## src/rtl/bus_lock_queue_if.sv

```systemverilog
`default_nettype none
// ============================================================================
// Module   : bus_lock_queue_if
// Purpose  : Handshake/bus bundle for bus_lock_queue.
//            The producer pushes words with enable/inBus. The consumer reads
//            outBus/outValid and retires the head word with pop.
// Ports    : master - drives enable, inBus, pop; observes the queue outputs
//            slave  - the queue itself (receives requests, drives status)
// Revision : 1.0 - initial release
// ============================================================================
interface bus_lock_queue_if #(
  parameter int BUS_WIDTH = 8,
  parameter int DEPTH     = 4
);
  localparam int c_count_w = $clog2(DEPTH + 1);

  logic                 enable;
  logic [BUS_WIDTH-1:0] inBus;
  logic                 pop;
  logic [BUS_WIDTH-1:0] outBus;
  logic                 outValid;
  logic                 full;
  logic [c_count_w-1:0] count;
  logic                 overflow;

  modport master (
    output enable, inBus, pop,
    input  outBus, outValid, full, count, overflow
  );

  modport slave (
    input  enable, inBus, pop,
    output outBus, outValid, full, count, overflow
  );
endinterface
`default_nettype wire

```

## src/rtl/bus_lock_queue.sv

```systemverilog
`default_nettype none
// ============================================================================
// Module   : bus_lock_queue
// Purpose  : DEPTH-entry circular FIFO. It sits between RC4 datapath
//            producers and slower consumers. While empty, outBus holds the
//            last word consumed, so downstream logic keeps the old
//            single-register latch behaviour.
// Ports    : clk   - rising-edge clock
//            reset - synchronous active-high reset
//            bus   - bus_lock_queue_if.slave:
//                    enable/inBus push, pop consume, outBus/outValid head,
//                    full/count occupancy, overflow dropped-push pulse
// Revision : 1.0 - initial release
// ============================================================================
module bus_lock_queue #(
  parameter int BUS_WIDTH = 8,
  parameter int DEPTH     = 4
) (
  input  wire logic        clk,
  input  wire logic        reset,
  bus_lock_queue_if.slave  bus
);
  localparam int c_count_w = $clog2(DEPTH + 1);
  localparam int c_ptr_w   = $clog2(DEPTH);

  logic [BUS_WIDTH-1:0] r_mem [DEPTH];
  logic [c_ptr_w-1:0]   r_rd_ptr;
  logic [c_ptr_w-1:0]   r_wr_ptr;
  logic [c_count_w-1:0] r_count;
  logic [BUS_WIDTH-1:0] r_last;
  logic                 r_overflow;

  logic                 w_empty;
  logic                 w_full;
  logic                 w_pop_ok;
  logic                 w_push_ok;
  logic                 w_drop;
  logic [c_ptr_w-1:0]   w_rd_next;
  logic [c_ptr_w-1:0]   w_wr_next;

  assign w_empty   = (r_count == '0);
  assign w_full    = (r_count == c_count_w'(DEPTH));

  // Popping an empty queue is ignored. This also means an empty queue with
  // enable and pop both high only pushes; there is no bypass path.
  assign w_pop_ok  = bus.pop && !w_empty;
  // When full, a same-cycle pop frees the slot that this push fills.
  assign w_push_ok = bus.enable && (!w_full || w_pop_ok);
  assign w_drop    = bus.enable && !w_push_ok;

  // The wrap is explicit because DEPTH need not be a power of two.
  assign w_rd_next = (r_rd_ptr == c_ptr_w'(DEPTH - 1)) ? '0 : r_rd_ptr + 1'b1;
  assign w_wr_next = (r_wr_ptr == c_ptr_w'(DEPTH - 1)) ? '0 : r_wr_ptr + 1'b1;

  // Storage has no reset. Stale contents are never visible because outBus
  // shows r_last whenever the queue is empty.
  always_ff @(posedge clk) begin
    if (!reset && w_push_ok) begin
      r_mem[r_wr_ptr] <= bus.inBus;
    end
  end

  always_ff @(posedge clk) begin
    if (reset) begin
      r_rd_ptr   <= '0;
      r_wr_ptr   <= '0;
      r_count    <= '0;
      r_last     <= '0;
      r_overflow <= 1'b0;
    end else begin
      if (w_push_ok) begin
        r_wr_ptr <= w_wr_next;
      end
      if (w_pop_ok) begin
        r_rd_ptr <= w_rd_next;
        r_last   <= r_mem[r_rd_ptr];
      end
      case ({w_push_ok, w_pop_ok})
        2'b10:   r_count <= r_count + 1'b1;
        2'b01:   r_count <= r_count - 1'b1;
        default: r_count <= r_count;
      endcase
      r_overflow <= w_drop;
    end
  end

  // All outputs come from registered state only. There is no
  // combinational path from the inputs.
  assign bus.outValid = !w_empty;
  assign bus.outBus   = w_empty ? r_last : r_mem[r_rd_ptr];
  assign bus.full     = w_full;
  assign bus.count    = r_count;
  assign bus.overflow = r_overflow;
endmodule
`default_nettype wire

```

## src/flat_wrapper.sv

```systemverilog
// flat-port wrapper written by rule: the top's interface ports become plain ports
module bus_lock_queue_flat 
#(
  parameter int BUS_WIDTH = 8,
  parameter int DEPTH     = 4
)
  (clk, reset, bus_enable, bus_inBus, bus_pop, bus_outBus, bus_outValid, bus_full, bus_count, bus_overflow);
  bus_lock_queue_if #(.BUS_WIDTH(BUS_WIDTH), .DEPTH(DEPTH)) bus_i ();
  input  wire logic clk;
  input  wire logic reset;
  input wire logic [$bits(bus_i.enable)-1:0] bus_enable;
  input wire logic [$bits(bus_i.inBus)-1:0] bus_inBus;
  input wire logic [$bits(bus_i.pop)-1:0] bus_pop;
  output wire logic [$bits(bus_i.outBus)-1:0] bus_outBus;
  output wire logic [$bits(bus_i.outValid)-1:0] bus_outValid;
  output wire logic [$bits(bus_i.full)-1:0] bus_full;
  output wire logic [$bits(bus_i.count)-1:0] bus_count;
  output wire logic [$bits(bus_i.overflow)-1:0] bus_overflow;
  assign bus_i.enable = bus_enable;
  assign bus_i.inBus = bus_inBus;
  assign bus_i.pop = bus_pop;
  assign bus_outBus = bus_i.outBus;
  assign bus_outValid = bus_i.outValid;
  assign bus_full = bus_i.full;
  assign bus_count = bus_i.count;
  assign bus_overflow = bus_i.overflow;
  bus_lock_queue #(.BUS_WIDTH(BUS_WIDTH), .DEPTH(DEPTH)) u_core (.clk(clk), .reset(reset), .bus(bus_i));
endmodule
```

## config.mk

```make
export PLATFORM = sky130hd
export DESIGN_NAME = bus_lock_queue_flat
export DESIGN_NICKNAME = d
export VERILOG_FILES = /design/src/rtl/bus_lock_queue_if.sv /design/src/rtl/bus_lock_queue.sv /design/src/flat_wrapper.sv
export SDC_FILE = /design/constraint.sdc
export NUM_CORES = 1
export LEC_CHECK = 0
export BUFFER_PORTS_ARGS = -buffer_cell sky130_fd_sc_hd__buf_2
export CORE_AREA = 2 2 64 66
export DETAILED_ROUTE_END_ITERATION = 16
export DIE_AREA = 0 0 66 68
export PLACE_DENSITY = 0.74
export SLEW_MARGIN = 10
export SYNTH_ARGS = -nofsm -noshare
export SYNTH_HDL_FRONTEND = slang
export SYNTH_SLANG_ARGS = --single-unit
```

## constraint.sdc

```tcl
create_clock -name clk -period 2.9 [get_ports clk]
set_input_delay 0.435 -clock clk [delete_from_list [all_inputs] [get_ports clk]]
set_output_delay 0.435 -clock clk [all_outputs]
set_load 0.005 [all_outputs]
```

==> flow_summary.toml <==
[power]
vdd_drop_max_uv = 373
cellPowerDensity_mw_per_mm2 = 819
total_power_uw = 1890
p_leak_uw = 0.000858

[sta]
setup_viol = 0
period_share_pct = 91.5
relSlewSlack_pct = 43.5
timing.final.crit_period_ns = 2.65
clock.fmax_mhz = 377
worst_pin_slew_ns = 0.843
rsz0062_at_grt = "false"
finClkSkew_ns = 0.00619
drv_slew = 0
hold_viol_final = 0
fin_tns_setup_ns = 0

[status]
status = "completed"

[clocking]
holdBufCountCts = 0
post-cts-setup-buffers = 0
h-tree-depth = 2
ctsResizeCount = 0
clock-sinks = 50
numCtsBuffers = 5
cts-root-buf = "clkbuf_8"
clockBufferDepth = 2
cts_tree = "yes"
path_clk_slew_ns = 0.09
clkLatencyLatePin_ns = 0.30

[global_route]
antenna_found_initial = 0
grt_pass1_wl_mm = 5.35
grt_overflow_total = 0
grt_pass1_vias = 1165
grt_usage_pct = 17.0
grt_max_degree = 18

[worst_setup_path]
critPathCaptureType = "flip-flop"
arrival_ns = 2.89
worstPathRequired_ns = 3.13
critPathLaunchType = "flip-flop"
critPathKind = "flip-flop to flip-flop"
cp_max_fo = 12

[synth]
postSynthAreaPerCell_sq_um = 14.4
synth.top_cells.by_count = "edfxtp_1 (32), nand2_1 (19), dfxtp_1 (18)"
synth_area_sq_mm = 0.00207
syn_inst = 144
yosysTopAreaCell = "edfxtp_1"
synth_edf_count = 32
synth_warnings = 0
synth-seq-cells = 50
synth_top_area_share_pct = 46.5
synth_fp_nets = 163
synth.area.top_cells = "edfxtp_1 (46%), dfxtp_1 (17%), mux4_2 (8.7%)"
synthArstFlopShare_pct = 0
synth.distinct_cells = 28
ys_seq_area_share_pct = 63.9
synth_most_common_cell = "edfxtp_1"
ys.flop_type = "edfxtp_1"

[cells_and_area]
syn_to_final_growth_pct = 11.8
layout-drive-gt1-share_pct = 31.4
num_antenna_cells = 0
fin_nets = 190

[route]
num_vias = 1157
wirelength_mm = 3.39
viasPerCell = 5.21
remaining_drc_errors = 0
drtIter0Drc = 41
dr.pass1.iters = 4
ant_nets = 0
post_drt_wl_per_cell_microns = 15.3

[die]
rows = 23
start_util_pct = 53.6
io_pins = 26
fp.dieArea_sq_mm = 0.00449
core_sq_mm = 0.00386
die_h_microns = 68
die_x_microns = 66

[worst_hold_path]
hold_path_class = "input pin to flip-flop"

[placement]
port_buffers = 25
dpl.hpwl_mm = 2.35
place.gp.congestion = 0.687

[run]
drv_cap = 0
worst max-delay path, cell delays in order, from the launching register on:
cell and delay (ns):
dfxtp_1 0.38, o31ai_2 0.76, inv_2 0.25, ha_1 0.29, inv_1 0.07, fa_1 0.17
xor2_1 0.08, or3_2 0.42, a21oi_1 0.16
cells in the final DEF (no fill, tap or decap):
| master | instances |
|---|---|
| a21oi_1 | 13 |
| and2_1 | 4 |
| buf_2 | 25 |
| clkbuf_1 | 2 |
| clkbuf_8 | 5 |
| clkinvlp_4 | 1 |
| dfxtp_1 | 18 |
| edfxtp_1 | 32 |
| fa_1 | 1 |
| ha_1 | 6 |
| inv_1 | 8 |
| inv_2 | 1 |
| mux2_2 | 8 |
| mux2_4 | 1 |
| mux4_2 | 8 |
| nand2_1 | 19 |
| nand2b_1 | 1 |
| nand3b_1 | 1 |
| nor2_1 | 5 |
| nor3_1 | 2 |
| nor3_2 | 1 |
| nor4b_1 | 1 |
| o21ai_0 | 2 |
| o21ai_4 | 1 |
| o31ai_2 | 1 |
| or3_1 | 1 |
| or3_2 | 1 |
| or3b_4 | 1 |
| xor2_1 | 2 |
path summary, 6_finish.rpt:
kind                                       endpoint                 from  slack, ns  cells after the start
worst max-delay path            u_core.bus.count[2]  u_core.bus.count[2]       0.25                      8
worst min-delay path             u_core.r_mem[2][4]         bus_inBus[4]       0.35                      1
worst max register to register  u_core.bus.count[2]  u_core.bus.count[2]       0.25                      8
worst min register to register     u_core.r_last[3]     u_core.r_last[3]       0.46                      2
state kept, by name, indices dropped and copies added (netlist names), named ones only:
register / flops
u_core.r_last: 8
u_core.bus.overflow: 1
u_core.bus.count: 3
u_core.r_wr_ptr: 2
u_core.r_rd_ptr: 2
u_core.r_mem: 32
layer usage:
| layer | vias up | routed length, microns | GRT usage [%] |
|---|---|---|---|
| li1 | 575 | - | - |
| met1 | 553 | 1490 | 20.3 |
| met2 | 23 | 1720 | 29.5 |
| met3 | 6 | 120 | 4.44 |
| met4 | 0 | 61 | 6.89 |
| met5 | - | 0 | 0 |
power breakdown:
part | leakage, uW | switching [uW] | internal, uW
Sequential | 0.000438 | 85.4 | 837
Combinational | 0.000382 | 280 | 305
Clock | 0.0000385 | 215 | 171
Total | 0.000858 | 580 | 1310
cell families (layout without fill, tap and decap cells):
logic type,after synthesis,in the layout,synth area share (%)
simple gates,37,37,8.84
xor+xnor,2,2,0.848
buf+inv,14,42,2.97
mux,17,17,13.8
fa+ha+maj,7,7,4.60
compound gates,17,17,5.02
flops,50,50,63.9
metrics by stage:
stage	instance area [sq um]	hold slack [ns]	cells	utilization, %	setup WS, ns
after floorplan	2070	0.433	144	-	0.580
after global placement	2230	0.443	214	57.8	0.456
after detailed placement	2230	0.447	214	57.8	0.296
after CTS	2310	0.337	222	59.9	0.260
after global routing	2310	0.339	222	59.9	0.136
final	2310	0.345	222	59.9	0.246
layout make-up:
cell class / count / area, sq um
multi-input combinational: 80 / 684
inverter: 9 / 33.8
timing repair buffer: 25 / 125
clock inverter: 1 / 7.51
tap: 50 / 62.6
clock buffer: 7 / 76.3
sequential: 50 / 1320
fill: 316 / 1550
Power figures use the tool's default switching activity.
